[src/rtl/reset_seq.sv]
// Sequenced reset controller: merges external, software and watchdog reset requests, stretches
// each reset event, then releases NUM_OUT reset domains in order and records the cause.

module reset_seq_lane (
    input  logic clk_i,
    input  logic internal_rst_n,
    input  logic clr,
    input  logic set,
    output logic rst_no
);
    always_ff @(posedge clk_i or negedge internal_rst_n) begin
        if (!internal_rst_n) rst_no <= 1'b0;
        else if (clr)        rst_no <= 1'b0;
        else if (set)        rst_no <= 1'b1;
    end
endmodule

module reset_seq #(
    parameter int NUM_OUT        = 3,
    parameter int STRETCH_CYCLES = 8,
    parameter int STEP_CYCLES    = 4,
    parameter int WDT_TIMEOUT    = 1024
) (
    input  logic               clk_i,
    input  logic               internal_rst_n,
    input  logic               ext_rst_ni,
    input  logic               sw_rst_req_i,
    input  logic               wdt_en_i,
    input  logic               wdt_kick_i,
    output logic [NUM_OUT-1:0] rst_no,
    output logic [1:0]         rst_cause_o,
    output logic               busy_o
);
    localparam int MAX_SS = (STRETCH_CYCLES > STEP_CYCLES) ? STRETCH_CYCLES : STEP_CYCLES;
    localparam int MAXC   = (MAX_SS > WDT_TIMEOUT) ? MAX_SS : WDT_TIMEOUT;
    localparam int CW     = $clog2(MAXC + 1);
    localparam int IW     = (NUM_OUT > 1) ? $clog2(NUM_OUT) : 1;

    typedef enum logic [1:0] {ASSERT, RELEASE, RUN} state_t;

    state_t             state;
    logic [1:0]         ext_sync;
    logic [CW-1:0]      stretch_cnt;
    logic [CW-1:0]      step_cnt;
    logic [CW-1:0]      wdt_cnt;
    logic [IW-1:0]      idx;
    logic               ext_req;
    logic               wdt_exp;
    logic               trig;
    logic               step_done;
    logic               last_rel;
    logic [NUM_OUT-1:0] rel_set;

    always_ff @(posedge clk_i or negedge internal_rst_n) begin
        if (!internal_rst_n) ext_sync <= 2'b11;
        else                 ext_sync <= {ext_sync[0], ext_rst_ni};
    end

    assign ext_req   = !ext_sync[1];
    assign wdt_exp   = (state == RUN) && wdt_en_i && !wdt_kick_i &&
                       (wdt_cnt == CW'(WDT_TIMEOUT - 1));
    // Requests only start a new reset event once the stretch phase is over.
    assign trig      = (state != ASSERT) && (ext_req || wdt_exp || sw_rst_req_i);
    assign step_done = (state == RELEASE) && (step_cnt == CW'(STEP_CYCLES - 1));
    assign last_rel  = step_done && (idx == IW'(NUM_OUT - 1));

    always_ff @(posedge clk_i or negedge internal_rst_n) begin
        if (!internal_rst_n) begin
            state       <= ASSERT;
            stretch_cnt <= '0;
            step_cnt    <= '0;
            wdt_cnt     <= '0;
            idx         <= '0;
            rst_cause_o <= 2'd0;
            busy_o      <= 1'b1;
        end else if (trig) begin
            state       <= ASSERT;
            stretch_cnt <= '0;
            step_cnt    <= '0;
            wdt_cnt     <= '0;
            idx         <= '0;
            busy_o      <= 1'b1;
            rst_cause_o <= ext_req ? 2'd1 : (wdt_exp ? 2'd3 : 2'd2);
        end else begin
            case (state)
                ASSERT: begin
                    wdt_cnt <= '0;
                    if (ext_req) begin
                        stretch_cnt <= '0;
                    end else if (stretch_cnt == CW'(STRETCH_CYCLES - 1)) begin
                        state       <= RELEASE;
                        stretch_cnt <= '0;
                        step_cnt    <= '0;
                        idx         <= '0;
                    end else begin
                        stretch_cnt <= stretch_cnt + 1'b1;
                    end
                end
                RELEASE: begin
                    wdt_cnt <= '0;
                    if (step_done) begin
                        step_cnt <= '0;
                        if (last_rel) begin
                            state  <= RUN;
                            busy_o <= 1'b0;
                            idx    <= '0;
                        end else begin
                            idx <= idx + 1'b1;
                        end
                    end else begin
                        step_cnt <= step_cnt + 1'b1;
                    end
                end
                RUN: begin
                    if (!wdt_en_i || wdt_kick_i) wdt_cnt <= '0;
                    else                         wdt_cnt <= wdt_cnt + 1'b1;
                end
                default: begin
                    state  <= ASSERT;
                    busy_o <= 1'b1;
                end
            endcase
        end
    end

    // One flop per domain; a new reset event always overrides a pending release.
    for (genvar i = 0; i < NUM_OUT; i++) begin : g_lane
        assign rel_set[i] = step_done && (idx == IW'(i));
        reset_seq_lane u_lane (
            .clk_i          (clk_i),
            .internal_rst_n (internal_rst_n),
            .clr            (trig),
            .set            (rel_set[i]),
            .rst_no         (rst_no[i])
        );
    end
endmodule

[config.mk]
export PLATFORM = sky130hd
export DESIGN_NAME = reset_seq
export DESIGN_NICKNAME = d
export VERILOG_FILES = /design/src/rtl/reset_seq.sv
export SDC_FILE = /design/constraint.sdc
export NUM_CORES = 1
export LEC_CHECK = 0
export ABC_AREA = 1
export BUFFER_PORTS_ARGS = -buffer_cell sky130_fd_sc_hd__buf_2
export CORE_AREA = 10 10 80 82
export CTS_CLUSTER_SIZE = 12
export DETAILED_ROUTE_END_ITERATION = 6
export DIE_AREA = 0 0 90 92
export PLACE_DENSITY = 0.71
export REMOVE_ABC_BUFFERS = 1
export SYNTH_ARGS = -nofsm -noshare
export SYNTH_HDL_FRONTEND = slang
export SYNTH_SLANG_ARGS = --single-unit
export TNS_END_PERCENT = 10
[constraint.sdc]
create_clock -name clk_i -period 1.7 [get_ports clk_i]
set_input_delay 0.085 -clock clk_i [delete_from_list [all_inputs] [get_ports clk_i]]
set_output_delay 0.085 -clock clk_i [all_outputs]
set_load 0.02 [all_outputs]
Word level (Yosys, flattened, before mapping)

Cells that the tools add are included.
Widths: inputs -> output; s select.

Register bits: 45
Bits in latches: 0
Memory bits (writable): 0
Bits in read-only memories: 0
Input port bits: 6
Output and inout bits: 6
Word-level logic and storage cells: 93
Memories: 0

$add $sub $neg: 4
Multipliers: 0
Divide/modulo/power cells: 0
Order comparisons: 0
Eq/ne operators: 13
Shift-type cells: 0
Mux-type cells: 36
Bitwise operators: 0
Reductions and logical operators: 29

Operator list:

| cell                  | number |
|---|---|
| $mux 11               | 10 |
| $pmux 11 s2           | 2 |
| $add 11x1->11 const B | 3 |
| $mux 2                | 11 |
| $eq 11x10->1 const B  | 1 |
| $eq 11x2->1 const B   | 1 |
| $eq 11x3->1 const B   | 1 |
| $mux 1                | 10 |
| $reduce_bool 2->1     | 5 |
| $ne 3x2->1 const B    | 3 |
| $logic_and 1x1->1     | 8 |
| $pmux 2 s3            | 1 |
| $reduce_and 3->1      | 2 |
| $reduce_bool 3->1     | 2 |
| $reduce_and 5->1      | 1 |
| $eq 2x1->1 const B    | 2 |
| $eq 2x2->1 const B    | 2 |
| $logic_not 2->1       | 2 |
| $ne 2x1->1 const B    | 2 |
| $pmux 2 s2            | 1 |
| $reduce_and 4->1      | 1 |
| $reduce_or 2->1       | 2 |
| $logic_not 1->1       | 3 |
| $logic_or 1x1->1      | 3 |
| 3 further kinds       | 3 |

Depth between registers and ports, before layout

Gate-level depths: netlist of the first run.

Depth in word-level cells: 9
Depth in mapped cells: 12
Gate-level depth less buffers: 11

Modules after synthesis

Synthesis of the first run repeated with hierarchy kept, for this count alone.

Cell total of the unflattened synthesis: 331
Area total of the unflattened synthesis: 2498.6 um^2

Modules (own cells, without submodules):

| module         | times used | cells each | area each (um^2) | seq. area each (um^2) |
|---|---|---|---|---|
| reset_seq      | 1          | 322        | 2401.1           | 1054.8 |
| reset_seq_lane | 3          | 3          | 32.5             | 25.0 |

Worst setup path before layout of the first run

OpenSTA, ideal clock, no wires.

Kind: reg-to-reg
Start: register wdt_cnt[0]
End: register idx[0]
Library setup time: 0.117 ns
Arrival time: 1.421 ns
Path slack: 0.163 ns
Stages on the path, launching flop included: 11
Clock period less this slack: 1.537 ns
Cells stage by stage: dfrtp_1 ha_1 nand3_1 nor2_2 nand2_4 nand4_1 nand2_2 clkinv_2 nand2_2 nand2_1 nand2_1

Cells in the longest elaborated chain, start to end: 7

RTL lines:

| what                                                      | line | RTL |
|---|---|---|
| from (decl)                                               | 45   | `logic [CW-1:0] wdt_cnt;` |
| from (signal assigned)                                    | 116  | `else wdt_cnt <= wdt_cnt + 1'b1;` |
| $eq 11x10->1 (*)                                          | 61   | `(wdt_cnt == CW'(WDT_TIMEOUT - 1));` |
| $logic_and 1x1->1 (*)                                     | 60   | `assign wdt_exp = (state == RUN) && wdt_en_i && !wdt_kick_i &&` |
| $logic_or 1x1->1 (*) (2 in a row)                         | 63   | `assign trig = (state != ASSERT) && (ext_req \|\| wdt_exp \|\| sw_rst_req_i);` |
| $logic_and 1x1->1 (*)                                     | 63   |  |
| $ne 3x2->1 (no line) or $reduce_bool 3->1 (tied branches) | --   |  |
| $reduce_and 4->1 (no line)                                | --   |  |
| to (signal assigned)                                      | 108  | `idx <= idx + 1'b1;` |
| to (decl)                                                 | 46   | `logic [IW-1:0] idx;` |

Every way passes the cells marked *; elsewhere a longest branch is shown, timed or not.
A chain may end at the register's enable or synchronous reset.

Worst setup path after layout of the first run

Start: register wdt_cnt[1]
End: register idx[0]

The elaborated chain is that of the path after synthesis.

==> results of run 1 <==
-- cell families (layout without fill, tap and decap cells) --
group | after synthesis | in the layout | synth area share, %
XOR/XNOR | 7 | 7 | 2.40
AND/OR/NAND/NOR | 186 | 186 | 34.0
adder cells (fa/ha/maj) | 3 | 3 | 1.47
AO/OA/AOI/OAI | 43 | 43 | 8.72
multiplexers | 1 | 1 | 0.392
flip-flops | 45 | 45 | 44.2
buffers and inverters | 54 | 85 | 8.82
-- where the power goes --
part	leakage, nW	total, W	switching (W)	internal [W]
sequential	0.609	0.00112	0.0000184	0.00110
clock	0.0585	0.000837	0.000358	0.000479
combinational	0.743	0.000117	0.0000788	0.0000383
total	1.41	0.00207	0.000455	0.00162
-- critical path: stages (launching register included) --
cell and delay (ns):
dfrtp_1 0.38, ha_2 0.22, nand3_2 0.11, nor2_4 0.15, nand2_4 0.08, nand4_1 0.18, nand2_4 0.13, inv_4 0.12
nand2_2 0.06, nand2_1 0.06, nand2_1 0.06
-- flip-flops by register name, summed over array words and instances, names as in the netlist --
name / cells
state: 2
stretch_cnt: 11
wdt_cnt: 11
rst_cause_o: 2
busy_o: 1
step_cnt: 11
idx: 2
g_lane.u_lane.rst_no: 3
ext_sync: 2
-- metrics by stage --
step	util [%]	TNS, ns	hold slack (ns)
5_1_grt	60.7	-0.129	0.265
3_5_place_dp	56.1	-0.0376	0.194
6_report	60.7	0	0.222
3_3_place_gp	56.1	0	0.191
2_1_floorplan	-	0	-0.211
4_1_cts	59.0	0	0.221
-- final timing paths --
check                               start     endpoint  cells past startpoint
setup / recovery               wdt_cnt[1]       idx[0]                     10
hold / removal                 wdt_kick_i   wdt_cnt[0]                      6
setup reg to reg               wdt_cnt[1]       idx[0]                     10
hold reg to reg               ext_sync[0]  ext_sync[1]                      0
max in group asynchronous  internal_rst_n     state[1]                      3
min in group asynchronous  internal_rst_n  step_cnt[4]                      3
-- timing repair --
item	in CTS	in global routing
hold buffers	2	0
endpoints found under the setup margin	4	41
endpoints found under the hold margin	43	0
pin swaps	0	3
buffers inserted	0	4
resized for setup	1	19
-- cells in the final DEF (no fill, tap or decap) --
| cell type | Yosys | layout |
|---|---|---|
| a21oi_1 | 1 | 1 |
| nor3_1 | 8 | 8 |
| o21ai_1 | 5 | 6 |
| clkbuf_1 | 0 | 1 |
| nand3_4 | 1 | 1 |
| nor2_2 | 3 | 6 |
| nand3_2 | 0 | 2 |
| nor3b_1 | 2 | 2 |
| ha_2 | 0 | 2 |
| buf_4 | 3 | 15 |
| inv_1 | 45 | 43 |
| bufinv_16 | 0 | 1 |
| dfrtp_2 | 0 | 1 |
| dfrtp_1 | 42 | 41 |
| nor2_4 | 2 | 5 |
| clkbuf_8 | 0 | 6 |
| o21ai_0 | 33 | 32 |
| mux2i_1 | 1 | 1 |
| nand2_8 | 0 | 1 |
| a22o_1 | 1 | 1 |
| xnor2_1 | 2 | 2 |
| dlygate4sd3_1 | 0 | 2 |
| ha_1 | 3 | 1 |
| o22ai_1 | 3 | 3 |
| inv_4 | 0 | 1 |
| nand2_1 | 81 | 81 |
| inv_2 | 2 | 4 |
| xor2_1 | 5 | 5 |
| nand4_1 | 19 | 19 |
| nand2_2 | 3 | 2 |
| buf_12 | 0 | 1 |
| nor2_1 | 34 | 28 |
| buf_2 | 2 | 11 |
| nand2_4 | 3 | 3 |
| nand3_1 | 30 | 28 |
| dfstp_2 | 3 | 3 |
-- cell type report --
type	count	area [um2]	area share, %
clock buffers	7	86.3	2.89
clock inverters	1	30.0	1.01
inverters	48	183	6.12
multi-input cells	240	1260	42.2
flip-flops and latches	45	1130	37.9
well taps	70	87.6	2.94
repair buffers	29	208	6.96
-- metal layers --
layer	vias to the layer above	share of wire [%]	wire, um
li1	1168	-	-
met1	1082	49	2770
met2	26	46	2600
met3	5	3.6	203
met4	0	0.61	34
met5	-	0	0
==> impl_metrics.prom, run 1 <==
# TYPE chip_impl_metric gauge
chip_impl_metric{name="max_freq",unit="GHz"} 0.604
chip_impl_metric{name="syn_avg_cell_area",unit="um2"} 7.53
chip_impl_metric{name="global_route_wire_length_before_repair",unit="mm"} 10.1
chip_impl_metric{name="vdd_ir_drop_max",unit="mV"} 0.465
chip_impl_metric{name="area_of_the_mapped_netlist",unit="um2"} 2550
chip_impl_metric{name="synthCells",unit=""} 339
chip_impl_metric{name="post_synth_num_cell_types",unit=""} 28
chip_impl_metric{name="worst_skew_pair.late_latency",unit="ns"} 0.30
chip_impl_metric{name="ctsHtreeMaxLevel",unit=""} 2
chip_impl_metric{name="power.leakage",unit="nW"} 1.41
chip_impl_metric{name="grt_util_all_layers",unit="%"} 14.4
chip_impl_metric{name="period_needed",unit="ns"} 1.66
chip_impl_metric{name="grt_antenna_before_repair",unit=""} 0
chip_impl_metric{name="reg2reg_setup_slack",unit="ns"} 0.04
chip_impl_metric{name="slew_headroom",unit="%"} 62.2
chip_impl_metric{name="synth_warnings",unit=""} 0
chip_impl_metric{name="fin_area",unit="um2"} 2980
chip_impl_metric{name="floorplan.io_pins",unit=""} 12
chip_impl_metric{name="synth.yosys.seq_area_share",unit="%"} 44.2
chip_impl_metric{name="timing_max_transition_violations_final",unit=""} 0
chip_impl_metric{name="flow.area_growth_from_synthesis",unit="%"} 16.8
chip_impl_metric{name="timing.final.hold_violations",unit=""} 0
chip_impl_metric{name="vias_in_the_first_global_route",unit=""} 2220
chip_impl_metric{name="num-nets-final",unit=""} 378
chip_impl_metric{name="fin_worst_skew",unit="ns"} 0.00834
chip_impl_metric{name="gr-total-overflow",unit=""} 0
chip_impl_info{name="worstSetupEndpointType",value="flip-flop"} 1
chip_impl_info{name="root_buffer",value="clkbuf_8"} 1
chip_impl_metric{name="layout-drive-gt1-share",unit="%"} 17.6
chip_impl_info{name="worst_hold_path_type",value="input port to flip-flop"} 1
chip_impl_metric{name="place_area",unit="um2"} 2760
chip_impl_metric{name="drt_first_pass_iters",unit=""} 4
chip_impl_metric{name="wl_per_cell",unit="um"} 12.7
chip_impl_metric{name="groute.layer.met3.usage",unit="%"} 3.59
chip_impl_metric{name="drt_drc_violations_left",unit=""} 0
chip_impl_info{name="timing.critical_path.from_type",value="flip-flop"} 1
chip_impl_metric{name="antenna_violating_nets_left",unit=""} 0
chip_impl_metric{name="met2_usage",unit="%"} 22.6
chip_impl_metric{name="total_power",unit="W"} 0.00207
chip_impl_metric{name="synth_seq_cells",unit=""} 45
chip_impl_info{name="worstSetupPathType",value="flip-flop to flip-flop"} 1
chip_impl_metric{name="portBuffers",unit=""} 11
chip_impl_metric{name="post-route-worst-setup-slack",unit="ns"} 0.0444
chip_impl_metric{name="clock_pin_transition_on_the_worst_setup_and_hold_timing_paths",unit="ns"} 0.08
chip_impl_metric{name="worstMarginPinSlew",unit="ns"} 0.567
chip_impl_info{name="flip_flop_cell_with_the_highest_count_after_synthesis",value="dfrtp_1"} 1
chip_impl_metric{name="cts_made_buffers",unit=""} 5
chip_impl_metric{name="place_congestion",unit=""} 0.887
chip_impl_metric{name="cts.sink_count",unit=""} 45
chip_impl_metric{name="number_of_max_cap_violations",unit=""} 0
chip_impl_metric{name="post_layout_nonfiller_instances",unit=""} 440
chip_impl_metric{name="final_min_period_over_clock_period",unit="%"} 97.4
chip_impl_metric{name="required",unit="ns"} 1.89
chip_impl_metric{name="ys_async_sr_fraction",unit="%"} 100
chip_impl_info{name="rsz0062_at_grt",value="yes"} 1
chip_impl_metric{name="chipWidth",unit="um"} 90
chip_impl_metric{name="setup-violations-final",unit=""} 0
chip_impl_metric{name="via_per_inst",unit=""} 5.18
chip_impl_info{name="post_synth_most_frequent_cells",value="nand2_1, inv_1, dfrtp_1"} 1
chip_impl_metric{name="cts_max_path_buffers",unit=""} 2
chip_impl_metric{name="die-area",unit="um2"} 8280
chip_impl_info{name="run_status",value="completed"} 1
chip_impl_metric{name="floorplan.initialDensity",unit="%"} 52.0
chip_impl_info{name="grt.busiest_layer",value="met2"} 1
chip_impl_metric{name="grt_max_degree",unit=""} 46
chip_impl_metric{name="vias",unit=""} 2281
chip_impl_info{name="synth_most_common_cell",value="nand2_1"} 1
chip_impl_info{name="synthDominantAreaCellType",value="dfrtp_1"} 1
chip_impl_metric{name="placedCellCount",unit=""} 426
chip_impl_metric{name="floorplan.rows",unit=""} 26
chip_impl_metric{name="cell_pwr_density",unit="nW/um2"} 695
chip_impl_metric{name="die_h",unit="um"} 92
chip_impl_metric{name="number_of_drc_violations_after_detailed_routing_iteration_0",unit=""} 167
chip_impl_metric{name="post_synth_edffs",unit=""} 0
chip_impl_metric{name="groute.layer.met1.usage",unit="%"} 19.0
chip_impl_metric{name="core_area",unit="um2"} 4910
chip_impl_metric{name="dp_hpwl",unit="mm"} 4.08
chip_impl_metric{name="preCtsSetupSlack",unit="ns"} -0.0234
chip_impl_metric{name="filler_cell_count",unit=""} 437
chip_impl_metric{name="path_max_fanout",unit=""} 8
chip_impl_metric{name="antenna_cells",unit=""} 0
chip_impl_info{name="yosys-top-cells-area",value="dfrtp_1, nand2_1, inv_1, o21ai_0, nand3_1"} 1
chip_impl_metric{name="wl",unit="mm"} 5.61
chip_impl_metric{name="worst_ep_arrival",unit="ns"} 1.84
chip_impl_metric{name="top_area_cell_type_share_of_the_netlist_area",unit="%"} 41.2
chip_impl_info{name="cts_tree",value="yes"} 1
No activity file was read; power rests on OpenSTA's default activity.
==> run 2, diff against run 1 <==
- ABC_AREA: 1 -> default
- CORE_AREA: 10 10 80 82 -> 10 10 94 96
- DIE_AREA: 0 0 90 92 -> 0 0 104 106
- PLACE_DENSITY: 0.71 -> 0.51
==> run 2 against run 1 <==
The flow now finishes with violations (negative setup slack). Setup slack got worse by 0.33 ns. Die area rose by 33%. Area after synthesis fell by 6.0%. First-iteration DRC count fell by 23%. Count of clock-buffer cells in the layout did not move. Non-clock buffer count rose by 51. Sequential power rose by 4%. Largest power group unchanged.
==> impl_metrics.prom, run 2 <==
# TYPE chip_impl_metric gauge
chip_impl_info{name="run_status",value="finished with violations"} 1
chip_impl_metric{name="die_h",unit="um"} 106
chip_impl_metric{name="synth.yosys.seq_area_share",unit="%"} 47.1
chip_impl_metric{name="final_min_period_over_clock_period",unit="%"} 117
chip_impl_info{name="rsz0062_at_grt",value="yes"} 1
chip_impl_metric{name="worst_skew_pair.late_latency",unit="ns"} 0.30
chip_impl_metric{name="timing_max_transition_violations_final",unit=""} 0
chip_impl_metric{name="floorplan.initialDensity",unit="%"} 34.0
chip_impl_metric{name="required",unit="ns"} 1.90
chip_impl_metric{name="chipWidth",unit="um"} 104
chip_impl_metric{name="post_synth_edffs",unit=""} 0
chip_impl_info{name="worstHoldEndpoint",value="rst_cause_o[0]"} 1
chip_impl_metric{name="fin_worst_skew",unit="ns"} 0.0115
chip_impl_metric{name="setup-violations-final",unit=""} 26
chip_impl_metric{name="number_of_max_cap_violations",unit=""} 0
chip_impl_metric{name="wl_per_cell",unit="um"} 14.0
chip_impl_info{name="post_synth_most_frequent_cells",value="dfrtp_1, nor2_1, nand2_1"} 1
chip_impl_metric{name="grt_util_all_layers",unit="%"} 11.4
chip_impl_info{name="worst_hold_path_type",value="input port to flip-flop"} 1
chip_impl_metric{name="gr-total-overflow",unit=""} 0
chip_impl_info{name="synthDominantAreaCellType",value="dfrtp_1"} 1
chip_impl_metric{name="post_synth_num_cell_types",unit=""} 50
chip_impl_metric{name="num-nets-final",unit=""} 346
chip_impl_metric{name="area_of_the_mapped_netlist",unit="um2"} 2400
chip_impl_info{name="worst_r2r_startpoint",value="stretch_cnt[9]"} 1
chip_impl_info{name="worstSetupEndpointType",value="flip-flop"} 1
chip_impl_metric{name="core_area",unit="um2"} 7060
chip_impl_metric{name="fin_area",unit="um2"} 3310
chip_impl_metric{name="worstMarginPinSlew",unit="ns"} 0.558
chip_impl_metric{name="portBuffers",unit=""} 11
chip_impl_info{name="cts_tree",value="yes"} 1
chip_impl_metric{name="utilization",unit="%"} 46.9
chip_impl_metric{name="top_area_cell_type_share_of_the_netlist_area",unit="%"} 43.8
chip_impl_info{name="root_buffer",value="clkbuf_8"} 1
chip_impl_metric{name="cts_made_buffers",unit=""} 5
chip_impl_metric{name="place_congestion",unit=""} 0.831
chip_impl_metric{name="reg2reg_setup_slack",unit="ns"} -0.28
chip_impl_metric{name="dp_hpwl",unit="mm"} 4.22
chip_impl_metric{name="grt_max_degree",unit=""} 27
chip_impl_metric{name="cell_pwr_density",unit="nW/um2"} 671
chip_impl_metric{name="drt_drc_violations_left",unit=""} 0
chip_impl_metric{name="synth_warnings",unit=""} 0
chip_impl_metric{name="cts_max_path_buffers",unit=""} 2
chip_impl_info{name="mostFrequentLayoutCell",value="buf_4"} 1
chip_impl_metric{name="timing.reg2reg.worst_path_depth",unit=""} 5
chip_impl_metric{name="via_per_inst",unit=""} 4.96
chip_impl_metric{name="synthCells",unit=""} 261
chip_impl_metric{name="max_freq",unit="GHz"} 0.504
chip_impl_metric{name="timing.setup.tns",unit="ns"} -5.16
chip_impl_metric{name="global_route_wire_length_before_repair",unit="mm"} 10.6
chip_impl_info{name="worstSetupPathType",value="flip-flop to flip-flop"} 1
chip_impl_info{name="synth_most_common_cell",value="dfrtp_1"} 1
chip_impl_metric{name="number_of_drc_violations_after_detailed_routing_iteration_0",unit=""} 128
chip_impl_metric{name="worst_ep_arrival",unit="ns"} 2.18
chip_impl_metric{name="cts.sink_count",unit=""} 45
chip_impl_info{name="violations",value="negative setup slack"} 1
chip_impl_info{name="yosys-top-cells-area",value="dfrtp_1, nor2_1, nand2_1, nand3_1, dfstp_2"} 1
chip_impl_metric{name="clock_pin_transition_on_the_worst_setup_and_hold_timing_paths",unit="ns"} 0.08
chip_impl_metric{name="antenna_cells",unit=""} 0
chip_impl_metric{name="period_needed",unit="ns"} 1.98
chip_impl_metric{name="ctsHtreeMaxLevel",unit=""} 2
chip_impl_info{name="biggestRegsByFlops",value="step_cnt (11), stretch_cnt (11), wdt_cnt (11)"} 1
chip_impl_metric{name="timing.final.hold_violations",unit=""} 0
chip_impl_metric{name="layout-drive-gt1-share",unit="%"} 33.4
chip_impl_metric{name="flow.area_growth_from_synthesis",unit="%"} 38.0
chip_impl_metric{name="antenna_violating_nets_left",unit=""} 0
chip_impl_metric{name="syn_avg_cell_area",unit="um2"} 9.20
chip_impl_info{name="r2r_end",value="step_cnt[4]"} 1
chip_impl_metric{name="floorplan.io_pins",unit=""} 12
chip_impl_metric{name="vdd_ir_drop_max",unit="mV"} 0.413
chip_impl_metric{name="total_power",unit="W"} 0.00222
chip_impl_metric{name="vias",unit=""} 2168
chip_impl_metric{name="min_path_cells",unit=""} 3
chip_impl_metric{name="wl",unit="mm"} 6.13
chip_impl_metric{name="grt_antenna_before_repair",unit=""} 0
chip_impl_metric{name="path_max_fanout",unit=""} 7
chip_impl_metric{name="post-route-worst-setup-slack",unit="ns"} -0.284
chip_impl_metric{name="synth_seq_cells",unit=""} 45
chip_impl_metric{name="power.leakage",unit="nW"} 1.47
chip_impl_info{name="critical_hold_path_startpoint",value="sw_rst_req_i"} 1
chip_impl_metric{name="place_area",unit="um2"} 2990
chip_impl_info{name="layout.cells.most_common_list",value="buf_4, dfrtp_1, nor2_1"} 1
chip_impl_info{name="timing.critical_path.from_type",value="flip-flop"} 1
chip_impl_metric{name="slew_headroom",unit="%"} 62.7
chip_impl_info{name="flip_flop_cell_with_the_highest_count_after_synthesis",value="dfrtp_1"} 1
chip_impl_metric{name="drt_first_pass_iters",unit=""} 4
chip_impl_metric{name="ys_async_sr_fraction",unit="%"} 100
chip_impl_metric{name="floorplan.rows",unit=""} 31
chip_impl_metric{name="die-area",unit="um2"} 11000
chip_impl_metric{name="vias_in_the_first_global_route",unit=""} 2187
==> run 2: cell count changes after synthesis, sizes merged, moves of 5 or more <==
cell,before,now
inv,47,4
nor2,39,30
nand4,19,6
and3,0,5
a21oi,1,12
a21o,0,5
o21ai,38,31
nand2b,0,5
nand2,87,27
nand3,31,16
o31ai,0,5
==> run 2: cell families (layout without fill, tap and decap cells) <==
logic type	count (synthesis)	in the layout	synth area share, %
and+or+nand+nor	123	123	26.9
buffers and inverters	16	92	3.80
AOI/OAI and AO/OA	66	67	17.6
adders and majority gates	3	3	1.56
xor gates and xnor gates	6	6	2.19
DFF	45	45	47.1
muxes	2	2	0.834
==> run 2: report_power, final <==
group	switching [W]	leakage (nW)	total [W]	internal, W
combinational	0.000180	0.817	0.000362	0.000182
clock	0.000368	0.0445	0.000699	0.000331
sequential	0.0000356	0.610	0.00116	0.00113
total	0.000584	1.47	0.00222	0.00164
==> run 2: what timing repair did <==
action,4_1_cts,5_1_grt
endpoints found under the hold margin,19,0
cloned,2,0
pin swaps,15,4
buffers inserted,6,0
endpoints found under the setup margin,36,36
resized for setup,27,6
hold buffers,2,0
==> run 2: per-layer routing <==
metal / routed length, um / share of wire [%] / global-route usage [%]
met5: 0 / 0 / 0
met4: 108 / 1.8 / 4.57
met3: 162 / 2.6 / 2.23
met2: 2750 / 45 / 17.6
met1: 3110 / 51 / 15.4
==> run 2: final cells by class <==
type                       count  area (um2)
fill                         692        3750
sequential                    45        1130
multi-input combinational    201        1290
inverter                       4        15.0
clock inverter                 1        7.51
timing repair buffer          80         656
clock buffer                   7        86.3
tap                           99         124
==> run 2: critical path, stage by stage, from the launching register on <==
cell	delay, ns
dfrtp_1	0.40
or4_4	0.58
o41ai_4	0.40
o21ai_4	0.17
a21o_1	0.19
a21o_1	0.14
==> run 2: worst max path at each step <==
stage	start	end	slack, ns
finish	stretch_cnt[9]	step_cnt[4]	-0.28
CTS	stretch_cnt[6]	step_cnt[3]	-0.30
global route	stretch_cnt[3]	step_cnt[4]	-0.36
floorplan	stretch_cnt[3]	stretch_cnt[1]	-0.30
global placement	wdt_cnt[0]	stretch_cnt[6]	-0.59
detailed placement	wdt_cnt[0]	stretch_cnt[6]	-0.60
==> run 2: stage by stage <==
stage	setup WS, ns	cells	hold slack [ns]
5_1_grt	-0.357	437	0.139
3_3_place_gp	-0.590	419	0.0937
6_report	-0.284	437	0.127
3_5_place_dp	-0.602	419	0.0927
4_1_cts	-0.299	437	0.124
2_1_floorplan	-0.301	249	-0.211
==> run 3, diff against run 2 <==
- CORE_AREA: 10 10 94 96 -> 10 10 93 95
- DIE_AREA: 0 0 104 106 -> 0 0 103 105
- PLACE_DENSITY: 0.51 -> 0.5
- SYNTH_HIERARCHICAL: default -> 1
==> run 3 against run 2 <==
Count of clock-buffer cells in the layout is 1 lower. Wire length is 13% lower. Clock power is 2% lower. Area after synthesis is 4.2% lower. Setup slack worse by 0.091 ns. Non-clock buffer count is 10 lower. Highest routed layer unchanged. Combinational power is 63% lower. Flip-flop and latch count stayed put. Sequential power is 5% lower. First-iteration DRC count is 52% lower. Critical path depth is 1 higher. The flow still finishes with violations (negative setup slack).
==> impl_metrics.prom, run 3 <==
# TYPE chip_impl_metric gauge
chip_impl_metric{name="floorplan.io_pins",unit=""} 12
chip_impl_metric{name="core_area",unit="um2"} 6760
chip_impl_metric{name="via_per_inst",unit=""} 5.07
chip_impl_metric{name="max_freq",unit="GHz"} 0.482
chip_impl_metric{name="regArea",unit="um2"} 1130
chip_impl_info{name="cts_tree",value="yes"} 1
chip_impl_metric{name="wl",unit="mm"} 5.34
chip_impl_metric{name="final_min_period_over_clock_period",unit="%"} 122
chip_impl_metric{name="worstMarginPinSlew",unit="ns"} 0.583
chip_impl_metric{name="grt_util_all_layers",unit="%"} 10.4
chip_impl_metric{name="cts_made_buffers",unit=""} 5
chip_impl_info{name="cp_max_delay_cell",value="or4_4"} 1
chip_impl_metric{name="cts_max_path_buffers",unit=""} 2
chip_impl_info{name="crit_path_start",value="stretch_cnt[8]"} 1
chip_impl_metric{name="vdd_ir_drop_max",unit="mV"} 0.345
chip_impl_metric{name="die-area",unit="um2"} 10800
chip_impl_metric{name="route.met2.wl",unit="mm"} 2.35
chip_impl_info{name="biggestRegsByFlops",value="step_cnt (11), stretch_cnt (11), wdt_cnt (11)"} 1
chip_impl_metric{name="cell_pwr_density",unit="nW/um2"} 623
chip_impl_metric{name="grt_max_degree",unit=""} 46
chip_impl_metric{name="floorplan.rows",unit=""} 30
chip_impl_metric{name="grt_antenna_before_repair",unit=""} 0
chip_impl_metric{name="antenna_violating_nets_left",unit=""} 0
chip_impl_metric{name="fin_worst_skew",unit="ns"} 0.00339
chip_impl_metric{name="cts.sink_count",unit=""} 45
chip_impl_metric{name="place_congestion",unit=""} 0.761
chip_impl_metric{name="post_synth_num_cell_types",unit=""} 48
chip_impl_info{name="flip_flop_cell_with_the_highest_count_after_synthesis",value="dfrtp_1"} 1
chip_impl_metric{name="placedCellCount",unit=""} 380
chip_impl_metric{name="synthCells",unit=""} 241
chip_impl_metric{name="number_of_drc_violations_after_detailed_routing_iteration_0",unit=""} 61
chip_impl_metric{name="filler_cell_count",unit=""} 662
chip_impl_info{name="top_layer",value="met4"} 1
chip_impl_metric{name="post-route-worst-setup-slack",unit="ns"} -0.375
chip_impl_metric{name="number_of_max_cap_violations",unit=""} 0
chip_impl_metric{name="ctsHtreeMaxLevel",unit=""} 2
chip_impl_metric{name="timing_max_transition_violations_final",unit=""} 0
chip_impl_metric{name="final.hold.worst_slack",unit="ns"} 0.106
chip_impl_info{name="synthDominantAreaCellType",value="dfrtp_1"} 1
chip_impl_metric{name="chipWidth",unit="um"} 103
chip_impl_metric{name="synth_warnings",unit=""} 6
chip_impl_info{name="synth_most_common_cell",value="dfrtp_1"} 1
chip_impl_metric{name="total_power",unit="W"} 0.00192
chip_impl_info{name="worstSetupPathType",value="flip-flop to flip-flop"} 1
chip_impl_info{name="violations",value="negative setup slack"} 1
chip_impl_metric{name="syn_avg_cell_area",unit="um2"} 9.54
chip_impl_metric{name="cp.buffers_inverters",unit=""} 1
chip_impl_metric{name="worst_skew_pair.late_latency",unit="ns"} 0.29
chip_impl_info{name="layout.cells.most_common_list",value="buf_4, dfrtp_1, nor2_1"} 1
chip_impl_metric{name="drt_drc_violations_left",unit=""} 0
chip_impl_metric{name="global_route_wire_length_before_repair",unit="mm"} 9.25
chip_impl_metric{name="gr-total-overflow",unit=""} 0
chip_impl_metric{name="floorplan.initialDensity",unit="%"} 34.0
chip_impl_info{name="worst_r2r_startpoint",value="stretch_cnt[8]"} 1
chip_impl_info{name="cell_chain_of_the_critical_path",value="or4_4 > nor4_4 > buf_4 > o22ai_4 > or4_4 > a21oi_2"} 1
chip_impl_metric{name="setup-violations-final",unit=""} 28
chip_impl_info{name="timing.critical_path.from_type",value="flip-flop"} 1
chip_impl_metric{name="path_max_fanout",unit=""} 5
chip_impl_metric{name="worst_path_largest_cell_delay",unit="ns"} 0.56
chip_impl_metric{name="post_layout_nonfiller_instances",unit=""} 393
chip_impl_info{name="mostFrequentLayoutCell",value="buf_4"} 1
chip_impl_info{name="worstSetupEndpointType",value="flip-flop"} 1
chip_impl_metric{name="area_of_the_multi_input_gates",unit="um2"} 1220
chip_impl_metric{name="vias",unit=""} 1992
chip_impl_metric{name="dp_hpwl",unit="mm"} 3.82
chip_impl_metric{name="flow.area_growth_from_synthesis",unit="%"} 33.8
chip_impl_metric{name="power.leakage",unit="nW"} 1.38
chip_impl_metric{name="synth_seq_cells",unit=""} 45
chip_impl_info{name="run_status",value="finished with violations"} 1
chip_impl_metric{name="worst_ep_arrival",unit="ns"} 2.30
chip_impl_metric{name="vias_in_the_first_global_route",unit=""} 1969
chip_impl_info{name="rsz0062_at_grt",value="yes"} 1
chip_impl_info{name="worst_path_most_repeated_cell",value="or4_4"} 1
chip_impl_metric{name="drt_first_pass_iters",unit=""} 4
chip_impl_metric{name="portBuffers",unit=""} 11
chip_impl_metric{name="top_area_cell_type_share_of_the_netlist_area",unit="%"} 45.7
chip_impl_metric{name="required",unit="ns"} 1.93
chip_impl_metric{name="layout-drive-gt1-share",unit="%"} 33.2
chip_impl_metric{name="preCtsSetupSlack",unit="ns"} -0.394
chip_impl_metric{name="met1_length",unit="mm"} 2.70
chip_impl_info{name="root_buffer",value="clkbuf_8"} 1
chip_impl_metric{name="ys_async_sr_fraction",unit="%"} 100
chip_impl_metric{name="die_h",unit="um"} 105
chip_impl_metric{name="synth.yosys.seq_area_share",unit="%"} 49.1
chip_impl_metric{name="slew_headroom",unit="%"} 61.1
chip_impl_info{name="yosys-top-cells-area",value="dfrtp_1, o21ai_0, nor2_1, xor2_1, nand2_1"} 1
chip_impl_metric{name="period_needed",unit="ns"} 2.07
chip_impl_metric{name="post_synth_edffs",unit=""} 0
chip_impl_info{name="critical_hold_path_startpoint",value="sw_rst_req_i"} 1
chip_impl_metric{name="clock_pin_transition_on_the_worst_setup_and_hold_timing_paths",unit="ns"} 0.08
chip_impl_metric{name="antenna_cells",unit=""} 0
chip_impl_metric{name="area_of_the_mapped_netlist",unit="um2"} 2300
chip_impl_metric{name="wl_per_cell",unit="um"} 13.6
chip_impl_metric{name="num-nets-final",unit=""} 322
chip_impl_metric{name="timing.final.hold_violations",unit=""} 0
chip_impl_metric{name="met3RoutedLength",unit="um"} 231
chip_impl_info{name="post_synth_most_frequent_cells",value="dfrtp_1, nor2_1, nand2_1, o21ai_0"} 1
chip_impl_info{name="worst_hold_path_type",value="input port to flip-flop"} 1
chip_impl_info{name="critical-path-top-delay-family",value="simple AND/OR/NAND/NOR gates"} 1
-- run 3: changes by cell type after synthesis, moves of 3 or more --
| cell | delta |
|---|---|
| nand2_1 | -5 |
| buf_4 | -3 |
| o21ai_1 | -14 |
| nor2b_1 | -4 |
| a21o_1 | -4 |
| nor3b_1 | +3 |
| buf_2 | -3 |
| o21ba_1 | +3 |
| or4_1 | +3 |
| nand4_1 | -3 |
| xor2_1 | +5 |
| o21ai_0 | +7 |
| nand3_1 | -4 |
| nand4b_1 | -4 |
-- run 3: kinds of logic after synthesis --
logic type	Yosys count	synth area share, %
AND/OR/NAND/NOR	111	26.2
AO/OA/AOI/OAI	58	16.3
flip-flops	45	49.1
buffers and inverters	12	2.07
XOR/XNOR	11	4.19
adder cells (fa/ha/maj)	3	1.63
multiplexers	1	0.490
-- run 3: final cells by class --
| type | instances | area share, % |
|---|---|---|
| sequential | 45 | 36.7 |
| clock inverter | 1 | 0.244 |
| tap | 80 | 3.25 |
| timing repair buffer | 70 | 16.6 |
| inverter | 6 | 0.732 |
| multi-input combinational | 185 | 39.8 |
| clock buffer | 6 | 2.68 |
-- run 3: repair_timing --
item                                   4_1_cts  5_1_grt
endpoints found under the hold margin       43        0
cloned                                       1        0
pin swaps                                    6       12
resized for setup                           18       16
setup endpoints to repair                   37       38
setup buffers                                2        1
hold buffers                                 2        0
-- run 3: power breakdown --
group	total, W	internal, W	switching [W]
combinational	0.000135	0.0000581	0.0000769
sequential	0.00110	0.00109	0.00000947
clock	0.000686	0.000322	0.000364
-- run 3: worst paths after layout --
kind	slack [ns]	to	cells past startpoint
setup / recovery	-0.37	step_cnt[10]	6
hold / removal	0.11	rst_cause_o[0]	4
setup reg to reg	-0.37	step_cnt[10]	6
hold reg to reg	0.36	ext_sync[1]	0
max in group asynchronous	0.90	wdt_cnt[7]	3
min in group asynchronous	0.40	step_cnt[9]	3
-- run 3: worst min-delay path: stages --
cell	delay [ns]
buf_2	0.13
nand2_1	0.06
nand2_1	0.05
nand2_1	0.05
-- run 3: through the flow --
step           area, um2  util (%)  setup TNS (ns)
2_1_floorplan       2270         -           -6.67
3_3_place_gp        2840      42.0           -6.71
3_5_place_dp        2840      42.0           -6.77
4_1_cts             3010      44.6           -5.16
5_1_grt             3080      45.6           -9.01
6_report            3080      45.6           -4.86
-- run 3: per-layer routing --
layer,vias to the layer above,global-route usage (%)
met4,0,3.08
li1,1026,-
met2,28,15.6
met1,933,14.0
met5,-,0
met3,5,2.90
